[src/rtl/sdr_16_rd_capture_pkg.sv]
// Shared SDR-16 constants: SDRAM command encodings, legal CAS latencies,
// port-id width, and the read tag carried through the CAS-latency delay line.
package sdr_16_rd_capture_pkg;

    // {ras_n, cas_n, we_n} as driven on the pads
    localparam logic [2:0] CMD_LMR   = 3'b000;
    localparam logic [2:0] CMD_REF   = 3'b001;
    localparam logic [2:0] CMD_PRE   = 3'b010;
    localparam logic [2:0] CMD_ACT   = 3'b011;
    localparam logic [2:0] CMD_WRITE = 3'b100;
    localparam logic [2:0] CMD_READ  = 3'b101;
    localparam logic [2:0] CMD_BST   = 3'b110;
    localparam logic [2:0] CMD_NOP   = 3'b111;

    localparam int CL_MIN    = 2;
    localparam int CL_MAX    = 3;
    localparam int PORT_W    = 3;
    localparam int NUM_PORTS = 1 << PORT_W;

    typedef struct packed {
        logic              valid;
        logic [PORT_W-1:0] sel;
        logic              last;
    } rd_tag_t;

    localparam int TAG_W = $bits(rd_tag_t);

    typedef enum logic [1:0] {
        ST_IDLE,
        ST_HI,
        ST_LO,
        ST_WRITE
    } cap_state_e;

    function automatic logic is_read(input logic cs_n, input logic [2:0] cmd);
        return !cs_n && (cmd == CMD_READ);
    endfunction

endpackage

[src/rtl/sdr_16_rd_capture_rd_tag_delay.sv]
// Fixed-depth shift register that delays a read tag by the CAS latency,
// so the tag leaves the last stage in the cycle its hi halfword is on dq.
module rd_tag_delay #(
    parameter int DEPTH = 2,
    parameter int W     = 5
) (
    input  logic         sdram_clk,
    input  logic         wb_rst,
    input  logic [W-1:0] d,
    output logic [W-1:0] q
);

    genvar gi;
    generate
        for (gi = 0; gi < DEPTH; gi++) begin : g_stage
            logic [W-1:0] stage_reg;
            logic [W-1:0] stage_next;

            if (gi == 0) begin : g_head
                assign stage_next = d;
            end else begin : g_tail
                assign stage_next = g_stage[gi-1].stage_reg;
            end

            always_ff @(posedge sdram_clk) begin
                if (wb_rst) begin
                    stage_reg <= '0;
                end else begin
                    stage_reg <= stage_next;
                end
            end
        end
    endgenerate

    assign q = g_stage[DEPTH-1].stage_reg;

endmodule

[src/rtl/sdr_16_rd_capture.sv]
// Read-return capture: delays each READ tag by CL, packs the two BL=2 halfwords
// into one 32-bit word and writes it to the tagged port's rx FIFO (or drops it).
module sdr_16_rd_capture
    import sdr_16_rd_capture_pkg::*;
#(
    parameter int CL     = 2,
    parameter int DROP_W = 8
) (
    input  logic                 sdram_clk,
    input  logic                 wb_rst,
    input  logic                 cs_n_pad_i,
    input  logic [2:0]           cmd_pad_i,
    input  logic [PORT_W-1:0]    rd_sel_i,
    input  logic                 rd_last_i,
    input  logic [15:0]          dq_i,
    input  logic [NUM_PORTS-1:0] rx_fifo_full_i,
    output logic [31:0]          rx_dat_o,
    output logic [PORT_W-1:0]    rx_sel_o,
    output logic                 rx_last_o,
    output logic                 rx_we_o,
    output logic                 overrun_o,
    output logic                 prot_err_o,
    output logic [DROP_W-1:0]    drop_cnt_o
);

    rd_tag_t           tag_in;
    rd_tag_t           tag_out;
    logic [TAG_W-1:0]  tag_out_bits;

    cap_state_e        state_reg;
    cap_state_e        state_next;
    cap_state_e        cur_state;
    logic              hi_en;
    logic              lo_en;
    logic              write_cyc;
    logic              fifo_full;
    logic              drop;
    logic              collide;

    logic [15:0]       hi_reg;
    logic [PORT_W-1:0] cap_sel_reg;
    logic              cap_last_reg;
    logic [31:0]       rx_dat_reg;
    logic [PORT_W-1:0] rx_sel_reg;
    logic              rx_last_reg;
    logic              overrun_reg;
    logic              prot_err_reg;
    logic [DROP_W-1:0] drop_cnt_reg;

    assign tag_in = '{valid: is_read(cs_n_pad_i, cmd_pad_i), sel: rd_sel_i, last: rd_last_i};

    rd_tag_delay #(
        .DEPTH (CL),
        .W     (TAG_W)
    ) u_tag_delay (
        .sdram_clk (sdram_clk),
        .wb_rst    (wb_rst),
        .d         (tag_in),
        .q         (tag_out_bits)
    );

    assign tag_out = rd_tag_t'(tag_out_bits);

    always_ff @(posedge sdram_clk) begin
        if (wb_rst) begin
            state_reg <= ST_IDLE;
        end else begin
            state_reg <= state_next;
        end
    end

    // HI is never a registered state: the hi halfword is taken in the cycle the
    // tag leaves the delay line, which may overlap the previous word's WRITE
    // (gapless streaming) or its LO (burst interrupt, which abandons that word).
    always_comb begin
        cur_state  = state_reg;
        state_next = ST_IDLE;
        hi_en      = 1'b0;
        lo_en      = 1'b0;
        if (tag_out.valid) begin
            cur_state = ST_HI;
        end
        case (cur_state)
            ST_HI: begin
                hi_en      = 1'b1;
                state_next = ST_LO;
            end
            ST_LO: begin
                lo_en      = 1'b1;
                state_next = ST_WRITE;
            end
            default: begin
                state_next = ST_IDLE;
            end
        endcase
    end

    assign write_cyc = (state_reg == ST_WRITE);
    assign fifo_full = rx_fifo_full_i[rx_sel_reg];
    assign drop      = write_cyc && fifo_full;
    assign collide   = tag_out.valid && (state_reg == ST_LO);

    always_ff @(posedge sdram_clk) begin
        if (wb_rst) begin
            hi_reg       <= '0;
            cap_sel_reg  <= '0;
            cap_last_reg <= 1'b0;
            rx_dat_reg   <= '0;
            rx_sel_reg   <= '0;
            rx_last_reg  <= 1'b0;
            overrun_reg  <= 1'b0;
            prot_err_reg <= 1'b0;
            drop_cnt_reg <= '0;
        end else begin
            if (hi_en) begin
                hi_reg       <= dq_i;
                cap_sel_reg  <= tag_out.sel;
                cap_last_reg <= tag_out.last;
            end
            if (lo_en) begin
                rx_dat_reg  <= {hi_reg, dq_i};
                rx_sel_reg  <= cap_sel_reg;
                rx_last_reg <= cap_last_reg;
            end
            if (collide) begin
                prot_err_reg <= 1'b1;
            end
            if (drop) begin
                overrun_reg <= 1'b1;
                if (drop_cnt_reg != '1) begin
                    drop_cnt_reg <= drop_cnt_reg + DROP_W'(1);
                end
            end
        end
    end

    assign rx_we_o    = write_cyc && !fifo_full;
    assign rx_dat_o   = rx_dat_reg;
    assign rx_sel_o   = rx_sel_reg;
    assign rx_last_o  = rx_last_reg;
    assign overrun_o  = overrun_reg;
    assign prot_err_o = prot_err_reg;
    assign drop_cnt_o = drop_cnt_reg;

endmodule

[config.mk]
export PLATFORM = sky130hd
export DESIGN_NAME = sdr_16_rd_capture
export DESIGN_NICKNAME = d
export VERILOG_FILES = /design/src/rtl/sdr_16_rd_capture_pkg.sv /design/src/rtl/sdr_16_rd_capture_rd_tag_delay.sv /design/src/rtl/sdr_16_rd_capture.sv
export SDC_FILE = /design/constraint.sdc
export NUM_CORES = 1
export LEC_CHECK = 0
export BUFFER_PORTS_ARGS = -buffer_cell sky130_fd_sc_hd__buf_2
export CAP_MARGIN = 20
export CORE_UTILIZATION = 46
export CTS_CLUSTER_DIAMETER = 30
export DETAILED_ROUTE_END_ITERATION = 8
export PLACE_DENSITY_LB_ADDON = 0.2
export SLEW_MARGIN = 30
export SYNTH_ARGS = -nofsm -noshare
export SYNTH_HDL_FRONTEND = slang
export SYNTH_SLANG_ARGS = --single-unit
export TNS_END_PERCENT = 10
[constraint.sdc]
create_clock -name sdram_clk -period 1.7 [get_ports sdram_clk]
set_input_delay 0.17 -clock sdram_clk [delete_from_list [all_inputs] [get_ports sdram_clk]]
set_output_delay 0.17 -clock sdram_clk [all_outputs]
set_load 0.05 [all_outputs]
==> results of run 1 <==
[critical path: cells and delay by family, from the launching register on]
kind / cells / cell delay, ns
flops: 1 / 0.38
compound gates: 1 / 0.16
buf+inv: 1 / 0.15
simple gates: 2 / 0.34
mux: 1 / 0.31
[layer usage]
layer | track usage, % | vias up | wire, um
met5 | 0 | - | 0
met4 | 4.82 | 0 | 61
met3 | 7.78 | 8 | 307
met2 | 26.3 | 45 | 2500
met1 | 20.7 | 984 | 2560
li1 | - | 1121 | -
[per-stage QoR]
stage / cells / area [sq um]
3_5_place_dp: 429 / 3460
3_3_place_gp: 429 / 3460
4_1_cts: 448 / 3780
6_report: 448 / 3800
5_1_grt: 448 / 3800
2_1_floorplan: 280 / 2930
[cells in the mapped netlist]
| master | instances |
|---|---|
| a21oi_1 | 7 |
| a2bb2oi_4 | 1 |
| a31oi_1 | 2 |
| a41o_1 | 1 |
| a41oi_2 | 1 |
| and2_1 | 1 |
| and2b_1 | 1 |
| and3_1 | 1 |
| and4_1 | 1 |
| and4b_1 | 1 |
| buf_1 | 2 |
| buf_2 | 3 |
| clkbuf_1 | 10 |
| dfxtp_1 | 78 |
| ha_1 | 4 |
| inv_1 | 5 |
| mux2_1 | 1 |
| mux2_2 | 1 |
| mux2_4 | 1 |
| mux2i_1 | 58 |
| nand2_1 | 6 |
| nand2b_1 | 3 |
| nand3_1 | 1 |
| nand3b_1 | 1 |
| nand3b_4 | 1 |
| nor2_1 | 65 |
| nor2b_1 | 10 |
| nor3_1 | 2 |
| o21ai_0 | 3 |
| o22ai_1 | 1 |
| o31ai_1 | 1 |
| or2_2 | 1 |
| or3_1 | 3 |
| or4_1 | 1 |
| xor2_1 | 1 |
[what timing repair did]
item	4_1_cts	5_1_grt
pin swaps	2	3
gates resized for setup	7	3
endpoints found under the hold margin	1	0
buffers inserted	2	0
hold buffers	1	0
endpoints found under the setup margin	2	3
[power by group through the flow]
stage | combinational (uW) | sequential (uW) | clock [uW]
after CTS | 218 | 1860 | 1800
after detailed placement | 211 | 1900 | 0
after global routing | 234 | 1860 | 1880
final | 216 | 1860 | 1740
after global placement | 209 | 1900 | 0
after floorplan | 104 | 1930 | 0
[how the worst max path moves through the flow]
| stage | slack [ns] | from | end | cells past startpoint |
|---|---|---|---|---|
| after CTS | -0.18 | rx_sel_o[0]$_SDFFE_PP0N_ | rx_we_o | 5 |
| after detailed placement | -0.03 | rx_sel_o[0]$_SDFFE_PP0N_ | drop_cnt_o[6]$_SDFFE_PP0P_ | 6 |
| after floorplan | 0.0009 | drop_cnt_o[5]$_SDFFE_PP0P_ | drop_cnt_o[5]$_SDFFE_PP0P_ | 5 |
| after global placement | 0.03 | rx_sel_o[0]$_SDFFE_PP0N_ | rx_we_o | 5 |
| after global routing | -0.23 | rx_sel_o[0]$_SDFFE_PP0N_ | rx_we_o | 5 |
| final | -0.15 | rx_sel_o[0]$_SDFFE_PP0N_ | rx_we_o | 5 |
[cell type report]
class                   count  area share (%)
clock buffers              11            4.27
multi-input cells         182            34.9
flip-flops and latches     78            41.4
repair buffers             92            13.8
inverters                   5           0.493
clock inverters             5            2.70
well taps                  75            2.47
[cells by family after synthesis]
kind of cell    after synthesis  synth area share [%]
compound gates               17                  4.43
xor+xnor                      1                 0.301
fa+ha+maj                     4                  1.72
buf+inv                      20                  2.71
flops                        78                  53.7
mux                          61                  21.3
simple gates                 99                  15.9
==> impl_results.md, run 1 <==
- Sequential cell area: 1580 sq um
- Crit path time final: 1.85 ns
- Yosys reg bits: 78
- Final setup viols: 1
- Core area: 6030 sq um
- Clock buffer depth: 2
- Worst-Skew Late Latency: 0.34 ns
- Post-synthesis sequential area ratio: 53.7%
- Hold Path Depth: 2
- Final worst-path cycle share: 109%
- Fin. max-slew vios: 0
- Clock Sinks: 78
- Filler instances: 506
- Crit-path max FO: 5
- CTS tree: done
- Cell-internal power: 3050 uW
- Peak supply drop: 0.755 mV
- Kind of end point of the critical path: output port
- R2R cell count: 6
- Multi-input gate area: 1330 sq um
- Total grt overflow: 0
- Vias in the first global route: 1877
- Largest net degree at the start of global routing: 79
- Hold Path End: u_tag_delay.g_stage[0].stage_reg[3]$_SDFF_PP0_
- R2r setup slk: 0.02 ns
- Power Dens Cells: 1000 nW/um^2
- Yosys cell types: 35
- # diodes: 0
- Area growth, synth to finish: 30.9%
- Post-Syn Area: 2910 sq um
- Antenna viol nets, final: 0
- Seq pwr share: 48.8%
- Vias/cell: 4.82
- Worst r2r src: rx_sel_o[0]$_SDFFE_PP0N_
- Row count: 28
- Fin Hold WS: 0.0494 ns
- Post-synth net total: 318
- Largest cells by area after synthesis: dfxtp_1 (54%), mux2i_1 (20%), nor2_1 (8.4%), nor2b_1 (2.2%), ha_1 (1.7%)
- RSZ-0062 raised after global routing: yes
- Switching part of the total: 20.1%
- Syn Area/Cell: 10.4 sq um
- Worst setup margin: -0.151 ns
- Critical path launch point type: register
- Worst-path cell chain: mux2_4 -> o22ai_4 -> and2b_2 -> nor2_4 -> buf_6
- Final clock skew: 0.00929 ns
- WS Path Type: reg -> out
- Pre-antenna DRT Iters: 4
- Die Span X: 81.5 um
- DR iter-0 viols: 93
- Slew Limit Headroom: 77.6%
- Net Sw Power: 764 uW
- RR Endpoint: drop_cnt_o[5]$_SDFFE_PP0P_
- DR DRC count: 0
- Clock Power Share: 45.5%
- Worst stage delay on the critical path: 0.38 ns
- Fin nets: 406
- H-tree depth: 3
- Routed len/inst: 12.1 um
- Post-detail-place hpwl: 3.63 mm
- First-pass GRT wire length: 8.44 mm
- Setup TNS: -0.151 ns
- Drt total wl: 5.42 mm
- Largest register FFs: 32
- Most frequent cells in the layout: buf_2 (79), dfxtp_1 (69), nor2_1 (64)
- Commonest non-fill, non-tap cell in the layout: buf_2
- Share of cells above drive strength 1: 34.6%
- Failing checks: setup timing
- CTS buffer count: 9
- Max Fclk: 0.540 GHz
- Fin util: 63.1%
- Total Power: 3810 uW
- Comb pwr share: 5.7%
- Synth warn: 0
- Worst-margin pin slew: 0.335 ns
- Critical Path RT: 1.53 ns
- CP max-delay cell: dfxtp_4
- Synth area leader: dfxtp_1
- DR vias: 2158
- Die area: 6640 sq um
- Cells after synthesis: 280
- Hold_sp: rd_sel_i[2]
- CP arrival: 1.68 ns
- Initial Util: 48.3%
- Die Height: 81.5 um
- HP Class: in -> reg
- Synth top area share: 53.7%
- Port Buf Inserts: 80
- Max-Cap Viols: 0
- Reg clk slew, reported paths: 0.07 ns
- GPL Wtd Cong: 0.696
- Final Hold Vio Count: 0
- Initial antenna violation count: 0
- P_leak: 0.00161 uW
- Status: finished, violations left
- Setup WS pre-CTS: -0.0279 ns
- I/O pins: 81
- Root Buffer: clkbuf_8
- Gr usage total: 16.8%
No activity file was read; power rests on OpenSTA's default activity.
==> inputs of run 2 (changes only) <==
--- a/config.mk
+++ b/config.mk
@@ -7,9 +7,10 @@
 export LEC_CHECK = 0
 export BUFFER_PORTS_ARGS = -buffer_cell sky130_fd_sc_hd__buf_2
 export CAP_MARGIN = 20
-export CORE_UTILIZATION = 46
+export CORE_UTILIZATION = 51
 export CTS_CLUSTER_DIAMETER = 30
 export DETAILED_ROUTE_END_ITERATION = 8
+export GPL_TIMING_DRIVEN = 0
 export PLACE_DENSITY_LB_ADDON = 0.2
 export SLEW_MARGIN = 30
 export SYNTH_ARGS = -nofsm -noshare
==> constraint.sdc (replaced) <==
create_clock -name sdram_clk -period 2 [get_ports sdram_clk]
set_input_delay 0.2 -clock sdram_clk [delete_from_list [all_inputs] [get_ports sdram_clk]]
set_output_delay 0.2 -clock sdram_clk [all_outputs]
set_load 0.05 [all_outputs]
==> run 2 against run 1 <==
The flow now finishes without violations. Global-route usage is 4.5 points higher. Clock power decreased by 23%. Clock-buffer cell count up 2. Highest routed layer unchanged. Register-to-register slack better by 0.12 ns. Critical endpoint unchanged. Largest cell class unchanged. Utilization grew 3.5 points. Worst hold slack worse by 0.036 ns. Combinational power decreased by 16%.
==> impl_results.md, run 2 (synthesis gave the netlist of run 1 again) <==
- Status: finished clean
- Kind of end point of the critical path: output port
- DR iter-0 viols: 70 (-25%)
- Die Height: 77.5 um (-4.9%)
- Vias in the first global route: 2107 (+12%)
- Routed met2 length: 2.70 mm (+8.2%)
- CP max-delay cell: dfxtp_4
- Die area: 6010 sq um (-9.6%)
- Gr usage total: 21.3% (+4.5 points)
- Worst-path cell chain: mux2_2 -> o22ai_2 -> and2b_2 -> nor2_4 -> buf_8
- Multi-input gate area: 1290 sq um (-2.9%)
- Post-detail-place hpwl: 4.11 mm (+13%)
- Total grt overflow: 0 (unchanged)
- First-pass GRT wire length: 9.90 mm (+17%)
- WL met3: 305 um (-0.65%)
- Pre-antenna DRT Iters: 4 (unchanged)
- DR vias: 2197 (+1.8%)
- Row count: 27 (-3.6%)
- Fin area: 3670 sq um (-3.5%)
- Sequential cell area: 1570 sq um (-0.64%)
- GPL Wtd Cong: 0.724 (+4.1%)
- Clock buffer depth: 2 (unchanged)
- P_leak: 0.00155 uW (-3.5%)
- Top routing layer in use: met4
- Power Dens Cells: 845 nW/um^2 (-16%)
- Routed len/inst: 13.3 um (+9.6%)
- Largest delay share family, worst path: flip-flops
- Area growth, synth to finish: 26.2%
- Commonest non-fill, non-tap cell in the layout: buf_2
- CTS tree: done
- Critical path launch point type: register
- Root Buffer: clkbuf_8
- Antenna viol nets, final: 0 (unchanged)
- Final Hold Vio Count: 0 (unchanged)
- Crit-path max FO: 6 (+1)
- Reg clk slew, reported paths: 0.07 ns (about the same)
- Worst stage delay on the critical path: 0.39 ns (about the same)
- Initial Util: 52.8% (+4.6 points)
- HP Class: in -> reg
- Vias/cell: 4.91 (+2.0%)
- I/O pins: 81 (unchanged)
- CP arrival: 1.74 ns (+0.06 ns)
- Placed cell area: 3400 sq um (-1.8%)
- Share of cells above drive strength 1: 29.3% (-5.3 points)
- # diodes: 0 (unchanged)
- Setup WS pre-CTS: -0.154 ns (-0.126 ns)
- Clock Sinks: 78 (unchanged)
- H-tree depth: 3 (unchanged)
- Die Span X: 77.5 um (-4.9%)
- RSZ-0062 raised after global routing: yes
- Largest register FFs: 32 (unchanged)
- Critical Path RT: 1.80 ns (+0.27 ns)
- Worst setup margin: 0.0581 ns (+0.209 ns)
- Slew Limit Headroom: 45.8% (-32 points)
- Port Buf Inserts: 79 (-1.3%)
- Most frequent cells in the layout: buf_2 (79), dfxtp_1 (77), nor2_1 (64)
- Setup TNS: 0 ns (+0.151 ns)
- Filler instances: 440 (-13%)
- Cts hold-fix bufs: 0 (-1)
- Final clock skew: 0.00513 ns (-0.00416 ns)
- Fin. max-slew vios: 0 (unchanged)
- Metal1 wirelength: 2.79 mm (+9.2%)
- Fin nets: 408 (+0.49%)
- Crit path time final: 1.94 ns
- DR DRC count: 0 (unchanged)
- CTS buffer count: 9 (unchanged)
- Peak supply drop: 0.534 mV (-29%)
- Core area: 5510 sq um (-8.6%)
- Drt total wl: 5.93 mm (+9.4%)
- Max-Cap Viols: 0 (unchanged)
- WS Path Type: reg -> out
- Max Fclk: 0.515 GHz
- Worst path bufs/invs: 1 (unchanged)
- R2r setup slk: 0.14 ns (+0.12 ns)
- Final setup viols: 0 (-1)
- Final worst-path cycle share: 97.1%
- Worst-Skew Late Latency: 0.34 ns (about the same)
- Initial antenna violation count: 0 (unchanged)
- Worst-margin pin slew: 0.813 ns (+0.477 ns)
- Largest net degree at the start of global routing: 13 (-84%)
-- run 2: area by class of cell --
cell class / instances / share of cell area, %
Multi-Input combinational cell: 182 / 35.1
Clock inverter: 3 / 1.77
Clock buffer: 13 / 4.60
Sequential cell: 78 / 42.6
Timing Repair Buffer: 80 / 11.2
Inverter: 5 / 0.511
Buffer: 14 / 1.67
Tap cell: 72 / 2.45
-- run 2: power by group --
part	total (uW)	switching [uW]	internal, uW	leakage, uW
clock network	1340	535	804	0.000120
logic	181	107	73.9	0.000803
registers	1580	8.86	1570	0.000631
total	3100	652	2450	0.00155
-- run 2: per-layer routing --
metal  vias to the layer above  track usage, %
met5                         -               0
met4                         0            10.6
met3                        11            5.18
met2                        62            33.7
met1                      1008            27.1
li1                       1116               -
-- run 2: timing repair --
item,in CTS,in global routing
setup endpoints to repair,31,4
gates resized for setup,7,4
buffers inserted,0,1
pin swaps,0,1
-- run 2: per-stage QoR --
step                      hold WS (ns)  std cells  utilization [%]  power (uW)
after floorplan                  0.277        280                -        1730
after global placement           0.371        431             61.7        1790
after detailed placement         0.373        431             61.7        1800
after CTS                      0.00486        446             66.3        3120
after global routing            0.0159        447             66.7        3200
final                           0.0136        447             66.7        3100
-- run 2: worst paths after layout --
kind,startpoint,end,cells after the start
max,rx_sel_o[0]$_SDFFE_PP0N_,rx_we_o,5
max reg2reg,u_tag_delay.q[4]$_SDFF_PP0_,rx_dat_o[25]$_SDFFE_PP0N_,6
min,cs_n_pad_i,u_tag_delay.g_stage[0].stage_reg[4]$_SDFF_PP0_,2
min reg2reg,u_tag_delay.g_stage[0].stage_reg[0]$_SDFF_PP0_,u_tag_delay.q[0]$_SDFF_PP0_,1
